File: src/rtl/fb_readout_pkg.sv
// Shared types and constants for the framebuffer readout DMA.
package fb_readout_pkg;

  typedef enum logic [1:0] {
    IDLE   = 2'd0,
    REQ    = 2'd1,
    DRAIN  = 2'd2,
    FINISH = 2'd3
  } state_e;

  localparam logic [3:0]  WB_SEL_ALL          = 4'hF;
  localparam logic [31:0] FB_BASE_DEFAULT     = 32'h2000_0000;
  localparam int          TIMEOUT_CYC_DEFAULT = 255;

  // Word-aligned bus address of a byte pointer inside the framebuffer window.
  function automatic logic [31:0] word_addr(input logic [31:0] fb_base,
                                            input logic [31:0] byte_ptr);
    return fb_base | {byte_ptr[31:2], 2'b00};
  endfunction

endpackage

File: src/rtl/fb_byte_unpack.sv
// Holds the last fetched 32-bit word and selects one little-endian byte lane.
module fb_byte_unpack (
  input  logic        clk,
  input  logic        rst_n,
  input  logic        load_i,
  input  logic [31:0] word_i,
  input  logic [1:0]  lane_i,
  output logic [7:0]  byte_o
);

  logic [31:0] word_q;
  logic [31:0] word_d;

  // Replace the buffered word only when a bus read completes.
  always_comb begin
    if (load_i) begin
      word_d = word_i;
    end else begin
      word_d = word_q;
    end
  end

  // Word buffer register.
  always_ff @(posedge clk) begin
    if (!rst_n) begin
      word_q <= 32'h0000_0000;
    end else begin
      word_q <= word_d;
    end
  end

  // Lane 0 is the lowest byte address (little-endian).
  always_comb begin
    case (lane_i)
      2'd0:    byte_o = word_q[7:0];
      2'd1:    byte_o = word_q[15:8];
      2'd2:    byte_o = word_q[23:16];
      2'd3:    byte_o = word_q[31:24];
      default: byte_o = 8'h00;
    endcase
  end

endmodule

File: src/rtl/fb_readout_dma.sv
// Framebuffer readout DMA: Wishbone classic single-read master that streams a
// byte range out of the framebuffer as an 8-bit valid/ready stream.
// Optional feature macro: FB_RD_TIMEOUT_EN (abort a read after TIMEOUT_CYC
// cycles without ack, raising err).
module fb_readout_dma
  import fb_readout_pkg::*;
#(
  parameter logic [31:0] FB_BASE     = FB_BASE_DEFAULT,
  parameter int          LEN_W       = 16,
  parameter int          TIMEOUT_CYC = TIMEOUT_CYC_DEFAULT
) (
  input  logic             clk,
  input  logic             rst_n,
  input  logic             start,
  input  logic [LEN_W-1:0] base,
  input  logic [LEN_W-1:0] len,
  output logic             busy,
  output logic             done,
  output logic [LEN_W-1:0] bytes_read,
  output logic             err,
  output logic             wbm_cyc_o,
  output logic             wbm_stb_o,
  output logic             wbm_we_o,
  output logic [3:0]       wbm_sel_o,
  output logic [31:0]      wbm_adr_o,
  input  logic [31:0]      wbm_dat_i,
  input  logic             wbm_ack_i,
  output logic             out_valid,
  input  logic             out_ready,
  output logic [7:0]       out_data,
  output logic             out_last
);

  state_e           state_q, state_d;
  logic [LEN_W-1:0] ptr_q, ptr_d;
  logic [LEN_W-1:0] remain_q, remain_d;
  logic [LEN_W-1:0] bytes_q, bytes_d;
  logic             done_q, done_d;
  logic             err_q, err_d;
  logic             fire_s;
  logic             load_s;
  logic             tmo_hit_s;
  logic [7:0]       lane_byte_s;

  assign fire_s = (state_q == DRAIN) && out_ready;
  assign load_s = (state_q == REQ) && wbm_ack_i;

`ifdef FB_RD_TIMEOUT_EN
  logic [15:0] tmo_q, tmo_d;

  // Count ack-less REQ cycles; held at zero elsewhere so every REQ entry starts fresh.
  always_comb begin
    if ((state_q == REQ) && !wbm_ack_i) begin
      tmo_d = tmo_q + 16'd1;
    end else begin
      tmo_d = 16'd0;
    end
  end

  // Timeout counter register.
  always_ff @(posedge clk) begin
    if (!rst_n) begin
      tmo_q <= 16'd0;
    end else begin
      tmo_q <= tmo_d;
    end
  end

  assign tmo_hit_s = (state_q == REQ) && !wbm_ack_i && (tmo_q == 16'(TIMEOUT_CYC - 1));
`else
  // Without the timeout REQ waits for ack indefinitely.
  logic unused_tmo_cfg_s;
  assign unused_tmo_cfg_s = ^TIMEOUT_CYC;
  assign tmo_hit_s        = 1'b0;
`endif

  fb_byte_unpack u_unpack (
    .clk    (clk),
    .rst_n  (rst_n),
    .load_i (load_s),
    .word_i (wbm_dat_i),
    .lane_i (ptr_q[1:0]),
    .byte_o (lane_byte_s)
  );

  // State and datapath registers.
  always_ff @(posedge clk) begin
    if (!rst_n) begin
      state_q  <= IDLE;
      ptr_q    <= '0;
      remain_q <= '0;
      bytes_q  <= '0;
      done_q   <= 1'b0;
      err_q    <= 1'b0;
    end else begin
      state_q  <= state_d;
      ptr_q    <= ptr_d;
      remain_q <= remain_d;
      bytes_q  <= bytes_d;
      done_q   <= done_d;
      err_q    <= err_d;
    end
  end

  // Next-state logic.
  always_comb begin
    state_d = state_q;
    case (state_q)
      IDLE: begin
        if (start) begin
          state_d = (len == '0) ? FINISH : REQ;
        end else begin
          state_d = IDLE;
        end
      end
      REQ: begin
        if (wbm_ack_i) begin
          state_d = DRAIN;
        end else if (tmo_hit_s) begin
          state_d = IDLE;
        end else begin
          state_d = REQ;
        end
      end
      DRAIN: begin
        if (!fire_s) begin
          state_d = DRAIN;
        end else if (remain_q == LEN_W'(1)) begin
          state_d = FINISH;
        end else if (ptr_q[1:0] == 2'b11) begin
          // Next pointer crosses into a new word.
          state_d = REQ;
        end else begin
          state_d = DRAIN;
        end
      end
      FINISH:  state_d = IDLE;
      default: state_d = IDLE;
    endcase
  end

  // Pointer, byte counters and status flags.
  always_comb begin
    ptr_d    = ptr_q;
    remain_d = remain_q;
    bytes_d  = bytes_q;
    done_d   = done_q;
    err_d    = err_q;
    case (state_q)
      IDLE: begin
        if (start) begin
          ptr_d    = base;
          remain_d = len;
          bytes_d  = '0;
          done_d   = 1'b0;
          err_d    = 1'b0;
        end else begin
          ptr_d    = ptr_q;
        end
      end
      REQ: begin
        if (tmo_hit_s) begin
          err_d  = 1'b1;
          done_d = 1'b1;
        end else begin
          err_d  = err_q;
        end
      end
      DRAIN: begin
        if (fire_s) begin
          ptr_d    = ptr_q + LEN_W'(1);
          remain_d = remain_q - LEN_W'(1);
          bytes_d  = bytes_q + LEN_W'(1);
        end else begin
          ptr_d    = ptr_q;
        end
      end
      FINISH:  done_d = 1'b1;
      default: done_d = done_q;
    endcase
  end

  // Outputs decoded from the registered state; address and data read 0 when idle.
  always_comb begin
    busy       = (state_q != IDLE);
    done       = done_q;
    err        = err_q;
    bytes_read = bytes_q;
    wbm_cyc_o  = (state_q == REQ);
    wbm_stb_o  = (state_q == REQ);
    wbm_we_o   = 1'b0;
    wbm_sel_o  = WB_SEL_ALL;
    out_valid  = (state_q == DRAIN);
    out_last   = (state_q == DRAIN) && (remain_q == LEN_W'(1));
    if (state_q == REQ) begin
      wbm_adr_o = word_addr(FB_BASE, 32'(ptr_q));
    end else begin
      wbm_adr_o = 32'h0000_0000;
    end
    if (state_q == DRAIN) begin
      out_data = lane_byte_s;
    end else begin
      out_data = 8'h00;
    end
  end

endmodule

File: config.mk
export PLATFORM = sky130hd
export DESIGN_NAME = fb_readout_dma
export DESIGN_NICKNAME = d
export VERILOG_FILES = /design/src/rtl/fb_readout_pkg.sv /design/src/rtl/fb_byte_unpack.sv /design/src/rtl/fb_readout_dma.sv
export SDC_FILE = /design/constraint.sdc
export NUM_CORES = 1
export LEC_CHECK = 0
export ABC_AREA = 0
export BUFFER_PORTS_ARGS = -buffer_cell sky130_fd_sc_hd__buf_2
export CORE_ASPECT_RATIO = 2
export CORE_UTILIZATION = 35
export DETAILED_ROUTE_END_ITERATION = 16
export GPL_ROUTABILITY_DRIVEN = 0
export PLACE_DENSITY = 0.55
export REMOVE_ABC_BUFFERS = 1
export SYNTH_ARGS = -nofsm -noshare
export SYNTH_HDL_FRONTEND = slang
export SYNTH_HIERARCHICAL = 1
export SYNTH_SLANG_ARGS = --single-unit
File: constraint.sdc
create_clock -name clk -period 3.8 [get_ports clk]
set_input_delay 0.57 -clock clk [delete_from_list [all_inputs] [get_ports clk]]
set_output_delay 0.57 -clock clk [all_outputs]
set_load 0.05 [all_outputs]
# --- Yosys cells after proc, flatten, opt, wreduce, memory -nomap -nowiden ---
# Cells that the tools add are included.
op_classes:
  add_sub_neg: 3
  multipliers: 0
  n_div: 0
  order_cmp: 0
  eq_ne: 9
  shifts: 0
  muxes: 21
  n_bitwise: 0
  reduce_logical: 11
ops:
  columns: ["operator", "count"]
  rows:
  - ["$mux 16", 6]
  - ["$pmux 16 s2", 3]
  - ["$add 16x1->16 const B", 2]
  - ["$pmux 8 s4", 1]
  - ["$mux 30", 1]
  - ["$eq 16x1->1 const B", 1]
  - ["$logic_not 16->1", 1]
  - ["$sub 16x1->16 const B", 1]
  - ["$mux 2", 6]
  - ["$eq 2x2->1 const B", 4]
  - ["$mux 8", 1]
  - ["$pmux 2 s4", 1]
  - ["$reduce_bool 2->1", 3]
  - ["$eq 2x1->1 const B", 2]
  - ["$logic_not 2->1", 2]
  - ["$logic_and 1x1->1", 3]
  - ["$reduce_and 3->1", 1]
  - ["$ne 2x1->1 const B", 1]
  - ["$ne 2x2->1 const B", 1]
  - ["$pmux 1 s2", 1]
  - ["$reduce_and 2->1", 1]
  - ["$mux 1", 1]
word_totals:
  ff_bits: 83
  latchBits: 0
  ram_bits: 0
  rom_bits: 0
  inputBits: 69
  word_cells: 50
  memories: 0

# --- Depth between registers and ports, before layout ---
# Gate-level depths: netlist of run 1.
logic_depth:
  word_depth: 5
  depth_mapped: 9
  mapped_depth_nobuf: 6

# --- By module ---
# The synthesis of run 1 kept the hierarchy.
modules_own_cells:
  columns: ["mod", "instances", "cells_per_inst", "area_per_inst_um2", "seq_area_each_um2"]
  rows:
  - ["fb_readout_dma", 1, 455, 3387.0, 1021.0]
  - ["fb_byte_unpack", 1, 113, 1410.1, 640.6]

# --- Worst setup path after synthesis of run 1 ---
# OpenSTA, ideal clock, no wires.
synth_path:
  path_kind: "register -> output"
  start: "register state_q[1]"
  end: "output out_data[0]"
  arrival_ns: 1.888
  t_required_ns: 3.230
  slack_ns: 1.342
  path_stages_with_launch: 7
  path_cell_list: "dfxtp_1 -> buf_4 -> nand2b_1 -> clkbuf_1 -> inv_1 -> clkbuf_1 -> and2_1"
synth_via:
  elab_chain_len: 2
synth_rtl:
  columns: ["item", "line", "text"]
  rows:
  - ["from (decl)", "fb_readout_dma.sv:34", "state_e state_q, state_d;"]
  - ["from (signal assigned)", "fb_readout_dma.sv:96", "state_q <= state_d;"]
  - ["$eq 2x2->1", null, null]
  - ["named net out_valid", "fb_readout_dma.sv:28", "output logic out_valid,"]
  - ["$mux 8", "fb_readout_dma.sv:200", "if (state_q == DRAIN) begin"]
  - ["to (decl)", "fb_readout_dma.sv:30", "output logic [7:0] out_data,"]
# The timed path passes the listed nets, and every way through them passes these cells.

# --- Worst setup path after layout of run 1 ---
layout_path:
  start: "register state_q[0]"
  end: "output out_data[2]"
layout_via:
  elab_chain_len: 2
layout_rtl:
  columns: ["item", "line"]
  rows:
  - ["$eq 2x2->1", "fb_readout_dma.sv:200"]
  - ["$mux 8", "fb_readout_dma.sv:200"]
# No other way between the ends.

==> qor.yml, run 1 <==
floorplan:
  dieHeight_um: 167.6
  ioPinCount: 137
  start_util: 0.3570
  num_rows: 60
  die_w_um: 84.78
  fp.dieArea_um2: 14210
  coreArea_um2: 13440
clock_tree:
  cts_resized: 0
  clock_sinks: 83
  clockRootBuffer: "clkbuf_16"
  cts_hold_buffers: 0
  worstSkewPairLatency_ps: 340
  cts_inserted_buffers: 9
  cts_max_path_buffers: 2
  h-tree-depth: 3
  post-cts-setup-buffers: 0
  clkTransAtPathRegs_ps: 60
  cts_tree: "done"
routing:
  drt-initial-drc-count: 308
  via_per_inst: 5.605
  finalWirelength_um: 13980
  route.detailed.drc: 4
  antenna_left: 0
  vias: 4607
  detail_route.first_pass.iterations: 13
  avgRoutedWirePerCell_um: 17.01
setup_path:
  crit_required_ps: 3230
  cp_num_buf_inv: 3
  critPathMaxFanout: 26
  cp.depth: 5
  critical_path.top_delay_family: "flip-flops"
  critical_path_class: "flip-flop to output port"
  cpPeakStageDelay_ps: 800
  start_kind: "flip-flop"
  r2r-start: "ptr_q[0]$_SDFFE_PN0P_"
  crit_chain: "nand2b_1 > inv_1 > buf_4 > and2_1 > buf_2"
  end_kind: "output port"
  cp.arrival_ps: 2210
  critPathLaunch: "state_q[0]$_SDFF_PN0_"
  critPathSlowestCell: "dfxtp_1"
  reg2reg_depth: 5
status:
  status: "complete, but fails checks"
  violations: "DRC"
placed_design:
  dp_hpwl_um: 10260
  io_buffers: 113
logic_synthesis:
  synth_edf_count: 0
  synth_area_per_cell_um2: 8.446
  yosys_warnings: 6
  synth_seq_area_share: 0.3464
  synthFlopType: "dfxtp_1"
  netlist_instances: 568
  postSynth.asyncResetShare: 0
  synthesis.area_um2: 4797
  synthDistinctLibCells: 54
  ys_ff_latch: 83
grt:
  gr-usage-all-layers: 0.1985
  antenna_found_initial: 0
  grt_pass1_vias: 4481
  overflow: 0
  grt_first_pass_wirelength_um: 22220
  grt_max_degree: 54
layout:
  num-nets-final: 735
  drive_gt1_frac: 0.2339
  syn_to_final_growth_pct: 17.94
  diodes: 0
  nFillCells: 1375
  final_cell_mix: "buf_2, dfxtp_1, a21oi_1, nor2b_1"
  layout_commonest_cell: "buf_2"
run:
  drv_cap: 0
power_and_ir_drop:
  seq_power_share: 0.422
  switching_share: 0.3090
  total_leakage_power_uw: 0.002233
  irDropWorstVdd_mv: 0.4012
  intPower_uw: 1608
  p_total_uw: 2327
  net-switching-power_uw: 719.0
  share_comb_of_total_power: 0.190
  p_per_area_nw_per_um2: 411.3
  power_frac_clock: 0.388
timing:
  fmaxAchievable_mhz: 360.0
  slew_violations: 0
  hold_ws_ps: 480.5
  setup_viol: 0
  finalHoldViolCount: 0
  rsz0062_at_grt: "no"
  fin_crit_sh: 0.7310
  skew_ps: 7.422
  tightest_slew_ps: 1020
  layout_min_cycle_time_ps: 2778
  slew-limit-headroom: 0.3198
hold_path:
  hp-start: "bytes_read[15]$_SDFFE_PN0P_"
  min_path_cells: 2
  hp-class: "flip-flop to flip-flop"
-- through the flow --
stage	worst slack, ps	cell area (um^2)	TNS [ps]	std cells	utilization
final	1022	5658	0	822	0.4210
after global routing	878.6	5658	0	822	0.4210
after CTS	1008	5658	0	822	0.4210
after detailed placement	1328	5353	0	806	0.3983
after global placement	1292	5353	0	806	0.3983
after floorplan	-1010	4502	-39170	526	-
-- power by group through the flow --
stage / clock network (uW) / registers (uW) / logic, uW
global route: 959 / 989 / 479
global placement: 0 / 1000 / 437
detailed placement: 0 / 1000 / 439
CTS: 916 / 981 / 441
finish: 902 / 983 / 441
floorplan: 0 / 979 / 301
-- layer usage --
metal / track usage / vias to the layer above / wire length (um)
met5: 0 / - / 0
met4: 0.1010 / 0 / 563
met3: 0.03598 / 39 / 740
met2: 0.3715 / 193 / 7476
met1: 0.2069 / 2170 / 5199
li1: - / 2205 / -
-- cells in the mapped netlist (all sizes together), types with 2 or more instances --
cell type  number  area (um^2)
nand4          11        68.82
nor3           11        55.05
and2           30        187.7
and3            6        37.54
mux2i          33        330.3
or2             3        18.77
o211a           3        30.03
inv            13        48.80
o22ai           7        43.79
o21a            2        15.01
o311a           2        20.02
o211ai          2        15.01
nand2b          4        25.02
nor2b          36        225.2
a2bb2oi         5        43.79
nor2           27        101.4
a22oi           2        15.01
nor4b           2        17.52
ha              4        50.05
a31oi           6        37.54
a311oi          4        35.03
nor3b           5        37.54
dfxtp          83         1662
o311ai          2        17.52
and4            3        26.28
nand3          17        85.08
or4             5        37.54
a21oi          40        200.2
mux4            8        180.2
nand2          33        123.9
or3            12        75.07
clkbuf         28        106.4
conb            2        7.510
buf            35        267.8
o31ai           8        60.06
o21ai          32        160.2
mux2            2        22.52
a211oi          4        30.03
xnor2           5        43.79
o31a            5        43.79
nor4           17        106.4
-- worst min-delay path, delay by kind of cell, from the launching register on --
family          cells  cell delay, ps
compound gates      2             110
flops               1             320
-- path summary, 6_finish.rpt --
kind                                 end  slack, ps
max                          out_data[2]       1020
max reg2reg       ptr_q[14]$_SDFFE_PN0P_       1330
min reg2reg  bytes_read[15]$_SDFFE_PN0P_        480
min          bytes_read[15]$_SDFFE_PN0P_        480
-- cell type report --
| class | count | area [um^2] | share of cell area |
|---|---|---|---|
| clock buffers | 11 | 242.7 | 0.04290 |
| inverters | 13 | 48.80 | 0.008624 |
| multi-input cells | 430 | 2793 | 0.4936 |
| clock inverters | 5 | 62.56 | 0.01106 |
| flip-flops and latches | 83 | 1662 | 0.2937 |
| well taps | 155 | 193.9 | 0.03428 |
| repair buffers | 125 | 655.6 | 0.1159 |
-- flip-flops by register name, indices dropped and copies added, names as in the netlist --
register / flops
bytes_read: 16
done: 1
ptr_q: 16
remain_q: 16
state_q: 2
u_unpack/word_q: 32
-- logic make-up after synthesis --
group,share of synthesized area
AND/OR/NAND/NOR,0.2616
flip-flops,0.3464
AO/OA/AOI/OAI,0.1698
XOR/XNOR,0.01095
multiplexers,0.1111
buffers and inverters,0.08816
adder cells (fa/ha/maj),0.01043
other,0.001566
(Power assumes the default switching activity.)
==> inputs of run 2 (changes only) <==
Clock period 3.8 ns to 2.6 ns, I/O delays scaled along.
==> run 2 against run 1 <==
Effect of this change: the run still ends with DRC left; sequential power is 43% higher; critical path depth unchanged; cell area rose by 0.82%; core utilization rose by 0.34 points; total power increased by 42%; combinational power rose by 57%; setup slack lost 820 ps; clock power increased by 34%; flip-flop and latch count did not move; die area is the same; worst hold slack got worse by 180 ps; critical path type unchanged; largest cell class unchanged; highest routed layer unchanged.
==> qor.yml, run 2 (synthesized netlist as in run 1, its figures left out) <==
floorplan:
  ioPinCount: 137  # unchanged
  start_util: 0.3570  # unchanged
  fp.dieArea_um2: 14210  # unchanged
  die_w_um: 84.78  # unchanged
  dieHeight_um: 167.6  # unchanged
  num_rows: 60  # unchanged
  coreArea_um2: 13440  # unchanged
layout:
  num-nets-final: 745  # +1.4%
  top_register: "u_unpack/word_q"
  layoutNonFillerInstCount: 832  # +1.2%
  diodes: 0  # unchanged
  largest_reg_flops: 32  # unchanged
  multi_input_area_um2: 2793  # unchanged
  drive_gt1_frac: 0.2467  # +0.01279
  layout_commonest_cell: "buf_2"
  ff_latch_area_um2: 1662  # unchanged
  nFillCells: 1382  # +0.51%
  final_cell_mix: "buf_2, dfxtp_1, a21oi_1, nor2b_1"
  syn_to_final_growth_pct: 18.91
power_and_ir_drop:
  share_comb_of_total_power: 0.209  # +0.019
  net-switching-power_uw: 1070  # +49%
  irDropWorstVdd_mv: 0.3581  # -11%
  total_leakage_power_uw: 0.002276  # +1.9%
  intPower_uw: 2242  # +39%
  seq_power_share: 0.425  # +0.003
  p_per_area_nw_per_um2: 580.6  # +41%
  power_frac_clock: 0.366  # -0.022
  switching_share: 0.3231  # +0.01413
setup_path:
  crit_required_ps: 2210  # -1020 ps
  cpPeakStageDelay_ps: 450  # -350 ps
  critical_path_class: "flip-flop to output port"
  crit_chain: "buf_4 > nor2b_1 > buf_4 > and2_1 > buf_2"
  crit_top_cell: "buf_4"
  cp_num_buf_inv: 3  # unchanged
  start_kind: "flip-flop"
  critPathMaxFanout: 14  # -46%
  critical_path.top_delay_family: "buffers and inverters"
  critPathSlowestCell: "nor2b_1"
  cp.arrival_ps: 2010  # -200 ps
  end_kind: "output port"
run:
  drv_cap: 0  # unchanged
routing:
  via_per_inst: 5.511  # -1.7%
  antenna_left: 0  # unchanged
  avgRoutedWirePerCell_um: 17.30  # +1.7%
  detail_route.first_pass.iterations: 11  # -2
  finalWirelength_um: 14390  # +2.9%
  route.detailed.drc: 4  # unchanged
  drt-initial-drc-count: 249  # -19%
  vias: 4585  # -0.48%
clock_tree:
  cts_resized: 0  # unchanged
  cts_inserted_buffers: 9  # unchanged
  cts_tree: "done"
  post-cts-setup-buffers: 0  # unchanged
  clock_sinks: 83  # unchanged
  clockRootBuffer: "clkbuf_16"
  cts_hold_buffers: 0  # unchanged
  clkTransAtPathRegs_ps: 70  # about the same
  h-tree-depth: 3  # unchanged
  cts_max_path_buffers: 2  # unchanged
  worstSkewPairLatency_ps: 340  # about the same
grt:
  overflow: 0  # unchanged
  grt_first_pass_wirelength_um: 23130  # +4.1%
  grt_pass1_vias: 4673  # +4.3%
  gr-usage-all-layers: 0.2064  # +0.007925
  grt_max_degree: 45  # -17%
  antenna_found_initial: 0  # unchanged
placed_design:
  dp.cells: 816  # +1.2%
  dp_hpwl_um: 10930  # +6.5%
  io_buffers: 113  # unchanged
timing:
  finalHoldViolCount: 0  # unchanged
  fin_crit_sh: 0.9236
  slew_violations: 0  # unchanged
  layout_min_cycle_time_ps: 2401
  rsz0062_at_grt: "no"
  setup_viol: 0  # unchanged
  fmaxAchievable_mhz: 416.4
  slew-limit-headroom: 0.3062  # -0.01356
  tns_ps: 0  # unchanged
  skew_ps: 5.983  # -1.439 ps
  tightest_slew_ps: 1034  # +13.40 ps
status:
  status: "complete, but fails checks"
  violations: "DRC"
hold_path:
  hp-class: "input port to flip-flop"
==> run 2: cell count changes in the layout (fill, tap and decap cells not counted), sizes merged <==
cell and change:
inv +2, clkinv +1, bufinv -1, clkbuf -2, buf +10
==> run 2: layer usage <==
layer  up-vias  part of all wire  global-route usage
met3        26             0.051             0.04288
met2       131              0.57              0.4044
li1       2230                 -                   -
met5         -                 0                   0
met4         0             0.022             0.08548
met1      2198              0.35              0.2042
==> run 2: path summary, 6_finish.rpt <==
check,depth (start not counted),start,end,slack (ps)
setup / recovery,5,state_q[1]$_SDFF_PN0_,wbm_adr_o[10],200
hold reg to reg,2,done$_SDFFE_PN0P_,done$_SDFFE_PN0P_,480
hold / removal,3,wbm_dat_i[25],u_unpack/word_q[25]$_SDFFE_PN0P_,310
setup reg to reg,6,state_q[1]$_SDFF_PN0_,u_unpack/word_q[28]$_SDFFE_PN0P_,570
==> run 2: worst reg2reg max path, cell delays in order, from the launching register on <==
cell	delay [ps]
dfxtp_1	370
buf_4	210
nor2b_1	460
and2_2	250
buf_4	310
mux2i_1	260
nor2b_1	70
==> run 2: final cells by class <==
| cell class | count | share of cell area |
|---|---|---|
| clock buffer | 9 | 0.03948 |
| sequential | 83 | 0.2913 |
| tap | 155 | 0.03400 |
| inverter | 13 | 0.008555 |
| clock inverter | 7 | 0.008993 |
| timing repair buffer | 135 | 0.1281 |
| multi-input combinational | 430 | 0.4896 |
==> run 2: power by group through the flow <==
stage               Sequential (uW)  Clock [uW]  Combinational [uW]
finish                         1410        1210                 692
global route                   1420        1300                 753
CTS                            1410        1250                 697
detailed placement             1440           0                 694
global placement               1430           0                 684
floorplan                      1430           0                 440
==> run 2: through the flow <==
| step | utilization | total power (uW) | setup WS, ps | cell area [um^2] | hold slack [ps] |
|---|---|---|---|---|---|
| 5_1_grt | 0.4245 | 3467 | 70.43 | 5704 | 311.1 |
| 4_1_cts | 0.4245 | 3356 | 143.1 | 5704 | 295.3 |
| 2_1_floorplan | - | 1871 | -2210 | 4502 | 457.5 |
| 3_5_place_dp | 0.4039 | 2130 | 508.9 | 5428 | 474.5 |
| 3_3_place_gp | 0.4039 | 2117 | 538.7 | 5428 | 460.8 |
| 6_report | 0.4245 | 3312 | 198.7 | 5704 | 305.4 |
==> inputs of run 3 (changes only) <==
Settings changed: RECOVER_POWER set to 50, TNS_END_PERCENT set to 5.
==> run 3 against run 2 <==
Effect of this change: the run still ends with DRC left; critical path depth unchanged; first-iteration DRC count down 3.6%; sequential power about the same; core utilization down 0.33 points; register-to-register slack got worse by 200 ps; flip-flop and latch count unchanged; critical path type unchanged.
==> qor.yml, run 3 (synthesized netlist as in run 1, its figures left out) <==
placed_design:
  io_buffers: 113  # unchanged
  place_area_um2: 5428  # unchanged
  place_ws_ps: 508.9  # unchanged
  dp_hpwl_um: 10930  # unchanged
clock_tree:
  cts_inserted_buffers: 9  # unchanged
  h-tree-depth: 3  # unchanged
  clock_sinks: 83  # unchanged
  cts_hold_buffers: 0  # unchanged
  post-cts-setup-buffers: 0  # unchanged
  worstSkewPairLatency_ps: 340  # about the same
  cts_max_path_buffers: 2  # unchanged
  cts_tree: "done"
  cts_resized: 0  # unchanged
  clkTransAtPathRegs_ps: 70  # about the same
  clockRootBuffer: "clkbuf_16"
floorplan:
  fp.dieArea_um2: 14210  # unchanged
  dieHeight_um: 167.6  # unchanged
  coreArea_um2: 13440  # unchanged
  ioPinCount: 137  # unchanged
  start_util: 0.3570  # unchanged
  die_w_um: 84.78  # unchanged
  num_rows: 60  # unchanged
timing:
  layout_min_cycle_time_ps: 2402  # +0.9820 ps
  skew_ps: 6.321  # +0.3380 ps
  finalHoldViolCount: 0  # unchanged
  tightest_slew_ps: 1023  # -10.93 ps
  setup_viol: 0  # unchanged
  slew-limit-headroom: 0.3136  # +0.007335
  tns_ps: 0  # unchanged
  fin_crit_sh: 0.9240  # about the same
  fmaxAchievable_mhz: 416.3  # about the same
  slew_violations: 0  # unchanged
  rsz0062_at_grt: "no"
  setup_ws_ps: 197.7  # -0.9820 ps
status:
  violations: "DRC"
  status: "complete, but fails checks"
layout:
  ff_latch_area_um2: 1662  # unchanged
  design_area_um2: 5660  # -0.77%
  nFillCells: 1393  # +0.80%
  final_cell_mix: "buf_2, dfxtp_1, a21oi_1, nor2b_1"
  num-nets-final: 745  # unchanged
  layout_commonest_cell: "buf_2"
  diodes: 0  # unchanged
  syn_to_final_growth_pct: 18.00
  top_register: "u_unpack/word_q"
  largest_reg_flops: 32  # unchanged
  multi_input_area_um2: 2793  # unchanged
  fin_util: 0.4212  # -0.003259
  drive_gt1_frac: 0.2157  # -0.03102
setup_path:
  r2r_setup_slack_ps: 370  # -200 ps
  reg2reg_depth: 6  # unchanged
  critPathLaunch: "state_q[1]$_SDFF_PN0_"
  end_kind: "output port"
  critical_path_class: "flip-flop to output port"
  start_kind: "flip-flop"
  cp.arrival_ps: 2010  # about the same
  regToRegEndpoint: "ptr_q[12]$_SDFFE_PN0P_"
  critPathMaxFanout: 14  # unchanged
  r2r-start: "state_q[1]$_SDFF_PN0_"
  crit_required_ps: 2210  # about the same
grt:
  overflow: 0  # unchanged
  grt_max_degree: 45  # unchanged
  gr-usage-all-layers: 0.2064  # unchanged
  grt_pass1_vias: 4673  # unchanged
  grt_first_pass_wirelength_um: 23130  # unchanged
  antenna_found_initial: 0  # unchanged
routing:
  avgRoutedWirePerCell_um: 17.29  # about the same
  via_per_inst: 5.506  # about the same
  finalWirelength_um: 14390  # about the same
  drt-initial-drc-count: 240  # -3.6%
  route.detailed.drc: 4  # unchanged
  vias: 4581  # -0.087%
  detail_route.first_pass.iterations: 11  # unchanged
  antenna_left: 0  # unchanged
power_and_ir_drop:
  intPower_uw: 2232  # -0.42%
  p_per_area_nw_per_um2: 584.1  # +0.61%
  switching_share: 0.3249  # +0.001750
  p_total_uw: 3306  # -0.17%
  total_leakage_power_uw: 0.002182  # -4.1%
  share_comb_of_total_power: 0.207  # -0.002
  seq_power_share: 0.426  # about the same
  power_frac_clock: 0.367  # about the same
  net-switching-power_uw: 1074  # +0.37%
  irDropWorstVdd_mv: 0.3575  # -0.17%
hold_path:
  hp-class: "input port to flip-flop"
  hold_path_end: "u_unpack/word_q[25]$_SDFFE_PN0P_"
  hp-start: "wbm_dat_i[25]"
  min_path_cells: 3  # unchanged
run:
  drv_cap: 0  # unchanged
run 3: how the worst max path moves through the flow:
stage,depth (start not counted),to
after floorplan,4,u_unpack/word_q[0]$_SDFFE_PN0P_
after global placement,5,wbm_adr_o[13]
after detailed placement,5,wbm_adr_o[10]
after CTS,5,wbm_adr_o[10]
after global routing,5,wbm_adr_o[10]
final,5,wbm_adr_o[10]
run 3: area by class of cell:
type / instances / share of cell area
Multi-Input combinational cell: 430 / 0.4934
Clock buffer: 9 / 0.03979
Timing Repair Buffer: 135 / 0.1214
Tap cell: 155 / 0.03426
Sequential cell: 83 / 0.2935
Clock inverter: 7 / 0.009063
Inverter: 13 / 0.008621
run 3: per-layer routing:
metal,global-route usage,vias up,wire length (um)
met5,0,-,0
met4,0.08548,0,375
met3,0.04288,28,736
met2,0.4044,136,8205
met1,0.2042,2185,5070
li1,-,2232,-
run 3: power by group through the flow:
stage | Sequential (uW) | Clock (uW) | Combinational, uW
after CTS | 1410 | 1250 | 697
final | 1410 | 1210 | 684
after detailed placement | 1440 | 0 | 694
after global routing | 1420 | 1300 | 744
after global placement | 1430 | 0 | 684
after floorplan | 1430 | 0 | 440
run 3: metrics by stage:
step / hold slack (ps) / instances
global placement: 460.8 / 816
detailed placement: 474.5 / 816
floorplan: 457.5 / 526
CTS: 295.3 / 832
global route: 311.1 / 832
finish: 305.9 / 832
run 3: critical path, cell delays in order (launching register included):
cell and delay [ps]:
dfxtp_1 370, buf_4 210, nor2b_1 460, buf_4 250, and2_1 130, buf_2 250
